==> src/rtl/pwm_pkg.sv <==
// Shared types and defaults for the PWM capture block and the PWM generator.
// The glitch filter is enabled by defining PWM_CAPTURE_GLITCH_FILTER_EN.
package pwm_pkg;

   typedef enum logic [1:0] {
      WAIT_RISE = 2'd0,
      MEAS_HIGH = 2'd1,
      MEAS_LOW  = 2'd2
   } pwm_state_e;

   localparam int CNT_W_DEF       = 20;
   localparam int TIMEOUT_CYC_DEF = 100000;
   localparam int FILT_LEN_DEF    = 4;
   localparam int CLK_HZ          = 50_000_000;

endpackage

==> src/rtl/pwm_in_sync.sv <==
// Synchronizes the PWM pin, optionally debounces it (PWM_CAPTURE_GLITCH_FILTER_EN),
// and produces the clean level plus single-cycle rise/fall strobes.
module pwm_in_sync
   import pwm_pkg::*;
#(
   parameter int FILT_LEN = FILT_LEN_DEF
) (
   input  logic clk,
   input  logic reset,
   input  logic pwm_in,
   output logic level,
   output logic rise,
   output logic fall
);

   logic sync_1;
   logic sync_2;
   logic lvl;
   logic lvl_q;

   if (FILT_LEN < 1) begin : g_bad_filt_len
      $error("FILT_LEN must be at least 1");
   end

   always_ff @(posedge clk or negedge reset) begin
      if (!reset) begin
         sync_1 <= 1'b0;
         sync_2 <= 1'b0;
      end else begin
         sync_1 <= pwm_in;
         sync_2 <= sync_1;
      end
   end

`ifdef PWM_CAPTURE_GLITCH_FILTER_EN
   localparam int FC_W = $clog2(FILT_LEN + 1);

   logic            filt;
   logic [FC_W-1:0] filt_cnt;

   // filt only follows sync_2 after FILT_LEN consecutive samples at the new level
   always_ff @(posedge clk or negedge reset) begin
      if (!reset) begin
         filt     <= 1'b0;
         filt_cnt <= '0;
      end else if (sync_2 == filt) begin
         filt_cnt <= '0;
      end else if (filt_cnt == FC_W'(FILT_LEN - 1)) begin
         filt     <= sync_2;
         filt_cnt <= '0;
      end else begin
         filt_cnt <= filt_cnt + 1'b1;
      end
   end

   assign lvl = filt;
`else
   assign lvl = sync_2;
`endif

   always_ff @(posedge clk or negedge reset) begin
      if (!reset) begin
         lvl_q <= 1'b0;
      end else begin
         lvl_q <= lvl;
      end
   end

   assign level = lvl;
   assign rise  = lvl & ~lvl_q;
   assign fall  = ~lvl & lvl_q;

endmodule

==> src/rtl/pwm_capture.sv <==
// Measures PWM high time and period in clk cycles and publishes one result per period;
// flags stuck lines. Optional input glitch filter: PWM_CAPTURE_GLITCH_FILTER_EN.
module pwm_capture
   import pwm_pkg::*;
#(
   parameter int CNT_W       = CNT_W_DEF,
   parameter int TIMEOUT_CYC = TIMEOUT_CYC_DEF,
   parameter int FILT_LEN    = FILT_LEN_DEF
) (
   input  logic             clk,
   input  logic             reset,
   input  logic             pwm_in,
   input  logic             meas_ready,
   output logic             meas_valid,
   output logic [CNT_W-1:0] high_cnt,
   output logic [CNT_W-1:0] period_cnt,
   output logic             overrun,
   output logic             stuck_high,
   output logic             stuck_low,
   output pwm_state_e       state_dbg
);

   if (TIMEOUT_CYC < 1 || longint'(TIMEOUT_CYC) >= (longint'(1) << CNT_W)) begin : g_bad_timeout
      $error("TIMEOUT_CYC must lie in 1 .. 2**CNT_W-1");
   end

   logic             level;
   logic             rise;
   logic             fall;
   logic             edge_seen;
   logic             timeout;
   logic             publish;
   logic             xfer;
   pwm_state_e       state;
   logic [CNT_W-1:0] high_acc;
   logic [CNT_W-1:0] per_acc;
   logic [CNT_W-1:0] run_cnt;

   pwm_in_sync #(.FILT_LEN(FILT_LEN)) u_sync (
      .clk    (clk),
      .reset  (reset),
      .pwm_in (pwm_in),
      .level  (level),
      .rise   (rise),
      .fall   (fall)
   );

   assign edge_seen = rise | fall;
   assign timeout   = !edge_seen && (run_cnt == CNT_W'(TIMEOUT_CYC - 1));
   assign publish   = (state == MEAS_LOW) && rise;
   assign xfer      = meas_valid && meas_ready;
   assign state_dbg = state;

   // Cycles since the last edge; parks one past the timeout so the flag fires once.
   always_ff @(posedge clk or negedge reset) begin
      if (!reset) begin
         run_cnt <= '0;
      end else if (edge_seen) begin
         run_cnt <= '0;
      end else if (run_cnt != CNT_W'(TIMEOUT_CYC)) begin
         run_cnt <= run_cnt + 1'b1;
      end
   end

   always_ff @(posedge clk or negedge reset) begin
      if (!reset) begin
         state      <= WAIT_RISE;
         high_acc   <= '0;
         per_acc    <= '0;
         stuck_high <= 1'b0;
         stuck_low  <= 1'b0;
      end else begin
         if (edge_seen) begin
            stuck_high <= 1'b0;
            stuck_low  <= 1'b0;
         end else if (timeout) begin
            stuck_high <= level;
            stuck_low  <= ~level;
         end

         if (timeout) begin
            state <= WAIT_RISE;
         end else begin
            case (state)
               WAIT_RISE: begin
                  if (rise) begin
                     high_acc <= CNT_W'(1);
                     per_acc  <= CNT_W'(1);
                     state    <= MEAS_HIGH;
                  end
               end
               MEAS_HIGH: begin
                  per_acc <= (per_acc == '1) ? per_acc : per_acc + 1'b1;
                  if (fall) begin
                     state <= MEAS_LOW;
                  end else begin
                     high_acc <= (high_acc == '1) ? high_acc : high_acc + 1'b1;
                  end
               end
               MEAS_LOW: begin
                  if (rise) begin
                     high_acc <= CNT_W'(1);
                     per_acc  <= CNT_W'(1);
                     state    <= MEAS_HIGH;
                  end else begin
                     per_acc <= (per_acc == '1) ? per_acc : per_acc + 1'b1;
                  end
               end
               default: state <= WAIT_RISE;
            endcase
         end
      end
   end

   // meas_valid/meas_ready: a transfer happens on a rising edge where both are 1; the
   // data holds while valid && !ready, and valid only falls after a transfer with no
   // publish in that cycle. A publish over unaccepted data overwrites it and sets overrun.
   always_ff @(posedge clk or negedge reset) begin
      if (!reset) begin
         meas_valid <= 1'b0;
         high_cnt   <= '0;
         period_cnt <= '0;
         overrun    <= 1'b0;
      end else if (publish) begin
         meas_valid <= 1'b1;
         high_cnt   <= high_acc;
         period_cnt <= per_acc;
         if (meas_valid && !meas_ready) begin
            overrun <= 1'b1;
         end
      end else if (xfer) begin
         meas_valid <= 1'b0;
         overrun    <= 1'b0;
      end
   end

endmodule

==> config.mk <==
export PLATFORM = sky130hd
export DESIGN_NAME = pwm_capture
export DESIGN_NICKNAME = d
export VERILOG_FILES = /design/src/rtl/pwm_pkg.sv /design/src/rtl/pwm_in_sync.sv /design/src/rtl/pwm_capture.sv
export SDC_FILE = /design/constraint.sdc
export NUM_CORES = 1
export LEC_CHECK = 0
export ABC_AREA = 1
export CAP_MARGIN = 5
export CORE_MARGIN = 3
export CORE_UTILIZATION = 60
export CTS_CLUSTER_SIZE = 25
export DETAILED_ROUTE_END_ITERATION = 8
export GPL_TIMING_DRIVEN = 1
export PLACE_DENSITY = 0.88
export SYNTH_ARGS = -nofsm -noshare
export SYNTH_HDL_FRONTEND = slang
export SYNTH_SLANG_ARGS = --single-unit
==> constraint.sdc <==
create_clock -name clk -period 2.99 [get_ports clk]
set_input_delay 0.897 -clock clk [delete_from_list [all_inputs] [get_ports clk]]
set_output_delay 0.897 -clock clk [all_outputs]
set_load 0.1 [all_outputs]
==> results_dict.tcl <==
set metrics [dict create \
    async_flop_share_pct 100 \
    cts_tree "yes" \
    routedWlPerCell_um 13.7 \
    synth.top_cells.by_count "256 x nand2_1, 109 x dfrtp_1, 94 x nor2_1" \
    die_w_um 106 \
    grt_max_degree 60 \
    row_count 35 \
    gp_congestion 0.909 \
    path_clk_slew_ns 0.11 \
    cp.arrival_ns 2.78 \
    crit_path_top_delay_cell "ha_1" \
    clock_skew_ns 0.0165 \
    finish.utilization_pct 70.1 \
    synth_edf_count 0 \
    place_area_um2 6410 \
    slew_headroom_pct 66.5 \
    reg2reg_depth 9 \
    totalWireLength_um 13200 \
    pin_count 50 \
    core_um2 9460 \
    irDropWorstVdd_uv 549 \
    drive_gt1_share_pct 13.2 \
    cap_violations 0 \
    cts_setup_buffers 0 \
    portBuffers 49 \
    ant_nets 0 \
    fmax_ghz 0.397 \
    synth-xor-area-share_pct 2.94 \
    power.density_nw_per_um2 646 \
    worst-slew-pin-transition_ns 0.503 \
    crit_family "buffers and inverters" \
    num_vias 5195 \
    clkLatencyLatePin_ns 0.37 \
    track_usage_pct 24.7 \
    hpwl_um 9780 \
    period_share_pct 84.3 \
    syn_inst 783 \
    p_leak_nw 3.18 \
    area_growth_pct 11.2 \
    min_period_ns 2.52 \
    yosysWarningCount 0 \
    synth_adder_area_share_pct 2.52 \
    path_class "flop to flop" \
    ys.flop_type "dfrtp_1" \
    h-tree-depth 3 \
    cp_max_fo 19 \
    path_cells "inv_1, ha_1, inv_1, nand4_4, nand2_4, inv_2, nand2_2, inv_2, nor2_1" \
    initial_utilization_pct 63.0 \
    syn_area_per_cell_um2 7.61 \
    cts_made_buffers 9 \
    dr.pass1.iters 5 \
    yosysTopAreaCell "dfrtp_1" \
    nets 843 \
    synth.distinct_cells 42 \
    grt_pass1_vias 4918 \
    antenna_found_initial 0 \
    hold_buffers 0 \
    slew_viol_final 0 \
    synthSimpleGateAreaFrac_pct 33.9 \
    ys_seq_elements 109 \
    cts_sinks 109 \
    synth_mux_area_share_pct 0.378 \
    chipHeight_um 106 \
    cts_root_buf "clkbuf_8" \
    rsz0062_at_grt "no" \
    hold_violations 0 \
    max_stage_delay_ns 0.57 \
    r2r_slack_ns 0.47 \
    synth_top_family_by_area "simple AND/OR/NAND/NOR gates" \
    cp.required_ns 3.25 \
    route.detailed.drc 0 \
    syn_nets 799 \
    clock_path_buffers 2 \
    synth_area_leaders "dfrtp_1 46%, nand2_1 16%, nor2_1 5.9%" \
    n_fill_cell 766 \
    setup_slack_ns 0.470 \
    start_kind "flop" \
    netlist_area_um2 5960 \
    synth_compound_area_share_pct 7.33 \
    setup_tns_ns 0 \
    yosys.area.top_type_share_pct 45.8 \
    drtIter0Drc 398 \
    cp.depth 9 \
    die_area_um2 11200 \
    grt_pass1_wl_um 22900 \
    yosysSeqAreaShare_pct 45.8 \
    yosysMostFrequentCell "nand2_1" \
    n_antenna_cell 0 \
    setup_viol 0 \
    place_ws_ns 0.531 \
    multi_input_area_um2 2810 \
    stdcell_area_um2 6630 \
    vias_per_cell 5.41 \
    critPathBufInv 4 \
    ff_latch_area_um2 2730 \
    worstHoldPathCells 0 \
    grt_overflow 0 \
    cts_resized 0 \
    hp-class "flop to flop" \
    outcome "finished clean" \
    end_kind "flop" \
]
## area by class of cell
type                    count  share of cell area (%)
flip-flops and latches    109                    41.1
multi-input cells         575                    42.4
inverters                  79                    4.51
clock inverters             5                   0.963
repair buffers             53                    6.27
well taps                 129                    2.43
clock buffers              11                    2.28
## cell usage in the layout, fill, tap and decap left out, types with 2 or more instances in the layout
cell type,instances
nor2_2,8
nor3_1,20
xnor2_1,2
nor2_4,3
nand4_4,2
nand2_2,5
nor2_1,94
inv_2,7
nand4_1,8
inv_6,3
nor3_2,3
xor2_1,18
nand3_1,56
clkdlybuf4s50_1,2
o21ai_0,47
buf_4,50
a21oi_1,13
nand2_1,255
o21ai_1,7
mux2_2,2
ha_1,12
dfrtp_1,109
inv_1,70
clkbuf_8,11
nand3_4,2
o21ai_2,5
## power breakdown
| part | internal, W | total [W] | leakage, nW | switching, W |
|---|---|---|---|---|
| Clock | 0.000443 | 0.000952 | 0.107 | 0.000509 |
| Combinational | 0.000356 | 0.00163 | 1.58 | 0.00128 |
| Sequential | 0.00158 | 0.00170 | 1.49 | 0.000116 |
## logic make-up after synthesis
logic type	Yosys count
AO/OA/AOI/OAI	79
flip-flops	109
buffers and inverters	99
multiplexers	2
AND/OR/NAND/NOR	462
XOR/XNOR	20
adder cells (fa/ha/maj)	12
## state kept, by name (all words and copies together), names as in the netlist
register and flops:
high_acc 20, state_dbg 2, u_sync.level 1, stuck_high 1
run_cnt 20, high_cnt 20, u_sync.lvl_q 1, per_acc 20
stuck_low 1, meas_valid 1, u_sync.sync_1 1, overrun 1
period_cnt 20
## stage by stage
stage	hold WS [ns]	instances	total power (W)
after global placement	0.347	945	0.00330
after floorplan	0.331	783	0.00306
after global routing	0.385	961	0.00451
after detailed placement	0.340	945	0.00334
final	0.372	961	0.00428
after CTS	0.374	961	0.00429
## path summary, 6_finish.rpt
kind,from,endpoint
max in group asynchronous,reset,high_acc[17]
max reg2reg,u_sync.level,per_acc[1]
min in group asynchronous,reset,high_cnt[3]
max,u_sync.level,per_acc[1]
min reg2reg,u_sync.sync_1,u_sync.level
min,u_sync.sync_1,u_sync.level
## layer usage
| metal | GRT usage [%] | vias to the layer above | part of all wire, % |
|---|---|---|---|
| li1 | - | 2573 | - |
| met1 | 35.2 | 2427 | 46 |
| met2 | 39.7 | 174 | 46 |
| met3 | 3.74 | 21 | 6.5 |
| met4 | 6.94 | 0 | 1.7 |
| met5 | 0 | - | 0 |
(Power assumes the default switching activity.)
